$ cat src/rtl/alu_issue_unit.sv
// -----------------------------------------------------------------------------
// alu_issue_unit
//
// Issue/collect front end for the 32-bit ALU. Takes one decoded R-type
// instruction at a time. It translates the funct code into the 4-bit ALU
// operation and drives registered operands to the ALU. It then waits a fixed
// number of cycles (longer for mul), captures the ALU result and offers it
// downstream together with the instruction tag.
//
// Handshakes: both the input and output sides use valid/ready. A transfer
// happens on a rising clk edge where valid && ready. The producer holds its
// payload stable while valid && !ready. The unit holds out_valid and the
// out_* payload stable until out_ready is seen.
//
// Ports
//   clk, rst_n          clock; synchronous active-low reset
//   in_valid/in_ready   instruction handshake
//   in_funct            R-type funct code
//   in_rs_val/in_rt_val register operands
//   in_shamt            shift amount
//   in_tag              instruction tag
//   alu_operand1/2      registered operands to the ALU
//   alu_operation       registered 4-bit ALU op code
//   alu_result          combinational result back from the ALU
//   out_valid/out_ready result handshake
//   out_result          captured result (0 for illegal funct)
//   out_tag             tag of the completed instruction
//   out_illegal         funct was not a supported code
//   op_count            completed output handshakes, wraps at 16 bits
//
// The FSM state register is the signal named "state" (IDLE/EXEC/DONE), so
// checkers can bind to it directly.
// -----------------------------------------------------------------------------
module alu_issue_unit #(
   parameter int TAG_W      = 4,
   parameter int MUL_CYCLES = 3
) (
   input  logic             clk,
   input  logic             rst_n,
   input  logic             in_valid,
   output logic             in_ready,
   input  logic [5:0]       in_funct,
   input  logic [31:0]      in_rs_val,
   input  logic [31:0]      in_rt_val,
   input  logic [4:0]       in_shamt,
   input  logic [TAG_W-1:0] in_tag,
   output logic [31:0]      alu_operand1,
   output logic [31:0]      alu_operand2,
   output logic [3:0]       alu_operation,
   input  logic [31:0]      alu_result,
   output logic             out_valid,
   input  logic             out_ready,
   output logic [31:0]      out_result,
   output logic [TAG_W-1:0] out_tag,
   output logic             out_illegal,
   output logic [15:0]      op_count
);

   // R-type funct codes accepted by the unit
   localparam logic [5:0] F_ADD = 6'h20;
   localparam logic [5:0] F_AND = 6'h24;
   localparam logic [5:0] F_OR  = 6'h25;
   localparam logic [5:0] F_NOR = 6'h27;
   localparam logic [5:0] F_SLL = 6'h00;
   localparam logic [5:0] F_SRL = 6'h02;
   localparam logic [5:0] F_MUL = 6'h18;

   // ALU operation codes
   localparam logic [3:0] OP_ADD = 4'b0000;
   localparam logic [3:0] OP_AND = 4'b0001;
   localparam logic [3:0] OP_OR  = 4'b0010;
   localparam logic [3:0] OP_NOR = 4'b0011;
   localparam logic [3:0] OP_SLL = 4'b0100;
   localparam logic [3:0] OP_SRL = 4'b0101;
   localparam logic [3:0] OP_MUL = 4'b0110;
   localparam logic [3:0] OP_ILL = 4'b1111;

   // Extra EXEC cycles for mul. With cnt loaded to MUL_CYCLES-1 the result
   // is captured MUL_CYCLES edges after the accept edge.
   localparam logic [3:0] MUL_LOAD = 4'(MUL_CYCLES - 1);

   typedef enum logic [1:0] {
      IDLE = 2'd0,
      EXEC = 2'd1,
      DONE = 2'd2
   } state_t;

   state_t           state;
   logic [3:0]       cnt;
   logic             illegal_q;
   logic [TAG_W-1:0] tag_q;

   // Decode of the instruction currently offered on the input side
   logic [3:0]  dec_op;
   logic        dec_illegal;
   logic        dec_shift;
   logic        dec_mul;
   logic [31:0] dec_op1;
   logic [31:0] dec_op2;
   logic        accept;

   always_comb begin
      dec_op      = OP_ILL;
      dec_illegal = 1'b1;
      dec_shift   = 1'b0;
      dec_mul     = 1'b0;
      case (in_funct)
         F_ADD: begin dec_op = OP_ADD; dec_illegal = 1'b0; end
         F_AND: begin dec_op = OP_AND; dec_illegal = 1'b0; end
         F_OR:  begin dec_op = OP_OR;  dec_illegal = 1'b0; end
         F_NOR: begin dec_op = OP_NOR; dec_illegal = 1'b0; end
         F_SLL: begin dec_op = OP_SLL; dec_illegal = 1'b0; dec_shift = 1'b1; end
         F_SRL: begin dec_op = OP_SRL; dec_illegal = 1'b0; dec_shift = 1'b1; end
         F_MUL: begin dec_op = OP_MUL; dec_illegal = 1'b0; dec_mul   = 1'b1; end
         default: begin end
      endcase
   end

   // Shifts operate on rt by shamt. Everything else, illegal included,
   // passes rs/rt straight through.
   always_comb begin
      dec_op1 = dec_shift ? in_rt_val : in_rs_val;
      dec_op2 = dec_shift ? {27'b0, in_shamt} : in_rt_val;
   end

   // In DONE a new instruction can only enter on the same edge that the
   // current result leaves, so in_ready follows out_ready there.
   always_comb begin
      in_ready = 1'b0;
      case (state)
         IDLE:    in_ready = 1'b1;
         DONE:    in_ready = out_ready;
         default: in_ready = 1'b0;
      endcase
   end

   assign accept = in_valid && in_ready;

   always_ff @(posedge clk) begin
      if (!rst_n) begin
         state         <= IDLE;
         cnt           <= 4'd0;
         illegal_q     <= 1'b0;
         tag_q         <= '0;
         alu_operand1  <= 32'd0;
         alu_operand2  <= 32'd0;
         alu_operation <= 4'd0;
         out_valid     <= 1'b0;
         out_result    <= 32'd0;
         out_tag       <= '0;
         out_illegal   <= 1'b0;
         op_count      <= 16'd0;
      end else begin
         // The alu_* registers change only here, so they hold their last
         // values between instructions.
         if (accept) begin
            alu_operand1  <= dec_op1;
            alu_operand2  <= dec_op2;
            alu_operation <= dec_op;
            illegal_q     <= dec_illegal;
            tag_q         <= in_tag;
            cnt           <= dec_mul ? MUL_LOAD : 4'd0;
         end

         case (state)
            IDLE: begin
               if (accept) begin
                  state <= EXEC;
               end
            end

            EXEC: begin
               if (cnt != 4'd0) begin
                  cnt <= cnt - 4'd1;
               end else begin
                  // An illegal funct still runs through the ALU, but its
                  // result is discarded.
                  out_result  <= illegal_q ? 32'd0 : alu_result;
                  out_tag     <= tag_q;
                  out_illegal <= illegal_q;
                  out_valid   <= 1'b1;
                  state       <= DONE;
               end
            end

            DONE: begin
               if (out_ready) begin
                  op_count  <= op_count + 16'd1;
                  out_valid <= 1'b0;
                  state     <= accept ? EXEC : IDLE;
               end
            end

            default: state <= IDLE;
         endcase
      end
   end

endmodule

$ cat config.mk
export PLATFORM = sky130hd
export DESIGN_NAME = alu_issue_unit
export DESIGN_NICKNAME = d
export VERILOG_FILES = /design/src/rtl/alu_issue_unit.sv
export SDC_FILE = /design/constraint.sdc
export NUM_CORES = 1
export LEC_CHECK = 0
export BUFFER_PORTS_ARGS = -buffer_cell sky130_fd_sc_hd__buf_2
export CAP_MARGIN = 15
export CORE_AREA = 8 8 129 131
export CTS_BUF_LIST = sky130_fd_sc_hd__clkbuf_2
export CTS_CLUSTER_DIAMETER = 100
export DETAILED_ROUTE_END_ITERATION = 10
export DIE_AREA = 0 0 137 139
export PLACE_DENSITY_LB_ADDON = 0.15
export REMOVE_ABC_BUFFERS = 1
export SLEW_MARGIN = 20
export SYNTH_ARGS = -nofsm -noshare
export SYNTH_HDL_FRONTEND = slang
export SYNTH_SLANG_ARGS = --single-unit
$ cat constraint.sdc
create_clock -name clk -period 2.1 [get_ports clk]
set_clock_uncertainty 0.05 [all_clocks]
set_input_delay 0.315 -clock clk [delete_from_list [all_inputs] [get_ports clk]]
set_output_delay 0.315 -clock clk [all_outputs]
set_load 0.1 [all_outputs]
# Word level (Yosys, flattened, before mapping)
# Cells that the tools add are included.
[word_totals]
reg_bits = 133
word_cells = 57
output_inout_bits = 123
[op_classes]
n_reduce_logical = 11
bitwise = 1
n_addsub = 2
muxes = 20
n_eq_ne = 11
[ops]
columns = ["op", "n"]
rows = [
  ["2-to-1 mux 32 bit", 3],
  ["one-hot mux 4 bit (7 select lines)", 1],
  ["equality test 6 bit, second input constant", 4],
  ["adder 16 x 1 -> 16 bit, second input constant", 1],
  ["2-to-1 mux 4 bit", 3],
  ["2-to-1 mux 2 bit", 4],
  ["OR reduction 7 bit", 1],
  ["equality test 6 x 2 -> 1 bit, second input constant", 1],
  ["equality test 6 x 5 -> 1 bit, second input constant", 1],
  ["logical NOT 6 bit", 1],
  ["2-to-1 mux 1 bit", 6],
  ["!= test 2 bit, second input constant", 3],
  ["one-hot mux 2 bit (3 select lines)", 1],
  ["AND reduction 3 bit", 2],
  ["one-hot mux 1 bit (2 select lines)", 2],
  ["AND reduction 2 bit", 2],
  ["nonzero test 4 bit", 1],
  ["subtractor 4 x 1 -> 4 bit, second input constant", 1],
  ["equality test 2 x 1 -> 1 bit, second input constant", 1],
  ["equality test 2 bit, second input constant", 1],
  ["logical NOT 2 bit", 1],
  ["nonzero test 2 bit", 1],
  ["OR reduction 2 bit", 1],
  ["logical AND 1 bit", 1],
  ["inverter 1 bit", 1],
]

# Logic depth before layout (Yosys ltp)
[depth]
word_depth = 6
mapped_depth = 8
ltp_nobuf = 6

# Worst setup path before layout
# No wires, ideal clock.
[synth_timing]
kind = "flip-flop to output port"
start = "reg state[1]"
end = "out in_ready"
path_stages_with_launch = 5
arrival_time_ns = 2.329
required_ns = 1.735
n_path_buf = 2
path_slack_ns = -0.594
cell_sequence = "dfxtp_1 > or2b_1 > clkbuf_1 > clkbuf_1 > nor2b_1"
[synth_via]
elab_chain_len = 2
[synth_lines]
columns = ["element", "line_no", "source"]
rows = [
  ["start: declaration", "88", "state_t state;"],
  ["start signal: assignment", "190", "state <= accept ? EXEC : IDLE;"],
  ["equality test 2 bit or logical NOT 2 bit (tied branches)", "130", "case (state)"],
  ["one-hot mux 1 bit (2 select lines) (*)", "130", ""],
  ["end: declaration", "41", "output logic in_ready,"],
]
# Mark *: on every way between the ends. The rest lies on a longest branch, timed or not.

# Worst setup path in the final report
[layout_timing]
start = "in out_ready"
end = "out in_ready"
[layout_via]
elab_chain_len = 1
[layout_lines]
columns = ["element", "line_no", "source"]
rows = [
  ["start: declaration", "52", "input logic out_ready,"],
  ["one-hot mux 1 bit (2 select lines)", "130", ""],
]
# No other way between the ends.

==> summary.txt <==
CP bufs+invs - 3
Worst slew pin tran - 0.5223 ns
Initial DRC Count - 335
Gr usage total - 19.16%
Drt total wl - 18670 microns
CP Depth - 5
Critical path startpoint - out_ready
Cell Chain, Critical Path - dlygate4sd3_1, buf_2, or2b_4, nor2b_4, buf_12
Register area share after synthesis - 46.40%
Final ANT Viol Nets - 0
Switching Power - 0.002354 W
Final Hold Vio Count - 0
Average size of a mapped cell - 8.451 sq um
CP arrival - 1.62 ns
Depth of the worst register-to-register path - 7
Sequential power share - 45.2%
Clk pin slew, worst setup/hold paths - 0.19 ns
Crit path max fanout - 5
Leakage power - 3.806 nW
Status - complete, no violations
Termination of the worst setup path - in_ready
Period utilisation layout - 94.31%
Area contributors post-synth - dfxtp_1, nand2_1, a21boi_0
Row count - 45
Comb power frac - 31.8%
Worst skew pair latency - 0.68 ns
Max Clk Rate - 0.5049 GHz
CTS Root Cell - clkbuf_2
Most Used Layer, Global Route - met2
Core Area - 0.01475 sq mm
Placed cell area - 0.007131 sq mm
Synth area leader - dfxtp_1
Vias - 5944
Die footprint - 0.01904 sq mm
Post-Route Utilization - 57.85%
# H-tree levels - 4
Prevailing post-synth register cell - dfxtp_1
Power per cell area - 711.2 mW/mm^2
Number of distinct library cells after synthesis - 42
Chip width - 137 microns
Yosys warning total - 0
Post-Syn Area - 0.005738 sq mm
Synth Instances - 679
Slowest cell delay on critical path - 0.56 ns
M3 GR Usage - 7.971%
Clock share of power - 23.0%
WS Path Type - in -> out
Worst slew margin - 65.42%
Slew Viols, Final - 0
Layout area overhead - 48.71%
Max-cap viol count - 0
CP max stage cell - dlygate4sd3_1
Avg Vias per Cell - 4.900
Reg2Reg Setup Slack - 0.19 ns
RSZ-0062 raised after global routing - true
Crit path time final - 1.981 ns
Finish-stage setup viols - 0
TritonCTS buffer count - 17
Switching Fraction - 38.79%
Wire per inst - 15.39 microns
Cell internal pwr - 0.003715 W
Starting Density - 38.90%
First-pass GRT wire length - 29670 microns
Post-detail-place hpwl - 11570 microns
Initial antenna violation count - 3
Via count of the first global-routing pass - 5859
TritonCTS clock tree - done
Layout cells sized above 1 - 28.57%
CP Launch Type - input pin
HP Class - in -> reg
Sink Count - 133
RR Startpoint - state[1]
Family with the most delay on the worst path - buffers and inverters
I/O pins - 238
Worst vdd ir - 0.4534 mV
Total power draw - 0.006069 W
DR pass1 iterations - 5
RR Endpoint - cnt[1]
Final GP Congestion - 0.7957
Post-route DRC - 0
Grt met2 use - 30.42%
Top-area cell type share of the netlist area - 46.40%
Die height - 139 microns
Cells after DPL - 1062
CP endpoint kind - output port
Crit path required time - 1.74 ns
Finished Cell Area - 0.008533 sq mm
# nets final - 1129
Port bufs - 237
M1 GR Usage - 22.07%
Largest net degree at the start of global routing - 69
Fin cells - 1213
Post-synth EDFFs - 0
Grt total ovfl - 0
Seq cells post-synth - 133
Clock buffer depth - 2
Asr flop ratio synth - 0%
## state kept, by name, summed over array words and instances (netlist names)
| register | flops |
|---|---|
| alu_operand1 | 32 |
| alu_operand2 | 32 |
| alu_operation | 4 |
| cnt | 4 |
| illegal_q | 1 |
| op_count | 16 |
| out_illegal | 1 |
| out_result | 32 |
| out_tag | 4 |
| out_valid | 1 |
| state | 2 |
| tag_q | 4 |
## worst min-delay path: stages
cell,delay (ns)
dlygate4sd3_1,0.53
buf_2,0.12
nand2_1,0.04
a21boi_0,0.06
## final cells by class
class	count	area (sq um)
fill	1269	6218
multi-input combinational	482	2839
sequential	133	2666
timing repair buffer	371	2567
tap	188	235.2
clock buffer	21	105.1
clock inverter	8	86.33
inverter	7	26.28
antenna	3	7.507
## metrics by stage
step,TNS (ns),hold WS [ns],setup WS (ns)
after global routing,-0.01025,0.2294,-0.01025
after global placement,0,0.3876,0.2489
after CTS,0,0.2720,0.01755
after detailed placement,0,0.3891,0.1842
after floorplan,-125.41,0.3825,-1.318
final,0,0.3544,0.1194
## what timing repair did
item                                    CTS  global route
hold endpoints to repair                119             0
resized for setup                         4             3
buffers inserted                          3             1
endpoints found under the setup margin    1             3
hold buffers                            116             0
cloned                                    0             0
## synthesized netlist by cell type (2+ instances only)
cell type    n
xor2_1       2
nand4_1      2
nor3_1       5
nand3b_1    34
a21boi_0    43
ha_1         2
dfxtp_1    133
nor2b_1      4
nor3b_1      5
a21oi_1      5
buf_2       19
buf_1        4
a21boi_1     7
nand2b_1     7
mux2i_1      4
o21a_1       4
nand2_1    138
o2bb2ai_1   27
and2_1      36
o21ai_0     46
inv_1        7
nor4_1       2
nor2_1       8
clkbuf_1    34
xnor2_1      5
a31oi_1     40
nand3_1     35
and3_1       2
or3_1        6
## metal layers
layer  wire length [microns]  share of wire [%]
met1                    7887                 42
met2                    8621                 46
met3                    1753                9.4
met4                     412                2.2
met5                       0                  0
## worst min path at each step
stage	from	to	slack (ns)	cells past startpoint
after floorplan	rst_n	cnt[0]	0.38	1
final	in_tag[0]	tag_q[0]	0.35	4
after global placement	out_result[30]	out_result[30]	0.39	2
after CTS	in_rs_val[24]	alu_operand1[24]	0.27	4
after global routing	in_rs_val[14]	alu_operand1[14]	0.23	4
after detailed placement	out_result[29]	out_result[29]	0.39	2
## kinds of logic (layout without fill, tap and decap cells)
logic type | Yosys count | after routing | share of synthesized area [%]
mux | 4 | 4 | 0.6978
buf+inv | 64 | 407 | 4.601
xor+xnor | 7 | 7 | 1.068
other cells | 0 | 3 | 0
fa+ha+maj | 2 | 2 | 0.4360
compound gates | 177 | 177 | 20.78
flops | 133 | 133 | 46.40
simple gates | 292 | 292 | 26.01
## layout by cell type (no fill, tap or decap), drive strengths merged, types with 7 or more instances in the layout
cell           n
nand3b        34
inv            7
nor2           8
dlygate4sd3  116
clkbuf        23
and2          36
o2bb2ai       27
nand3         35
a31oi         40
dfxtp        133
a21boi        50
nand2b         7
o21ai         46
buf          253
nand2        138
## power groups by stage
| stage | logic, W | clock network, W | registers [W] |
|---|---|---|---|
| after global routing | 0.00203 | 0.00159 | 0.00277 |
| after CTS | 0.00192 | 0.00147 | 0.00274 |
| after detailed placement | 0.00175 | 0 | 0.00280 |
| final | 0.00193 | 0.00140 | 0.00274 |
| after floorplan | 0.000338 | 0 | 0.00376 |
| after global placement | 0.00175 | 0 | 0.00280 |
Power figures use the tool's default switching activity.
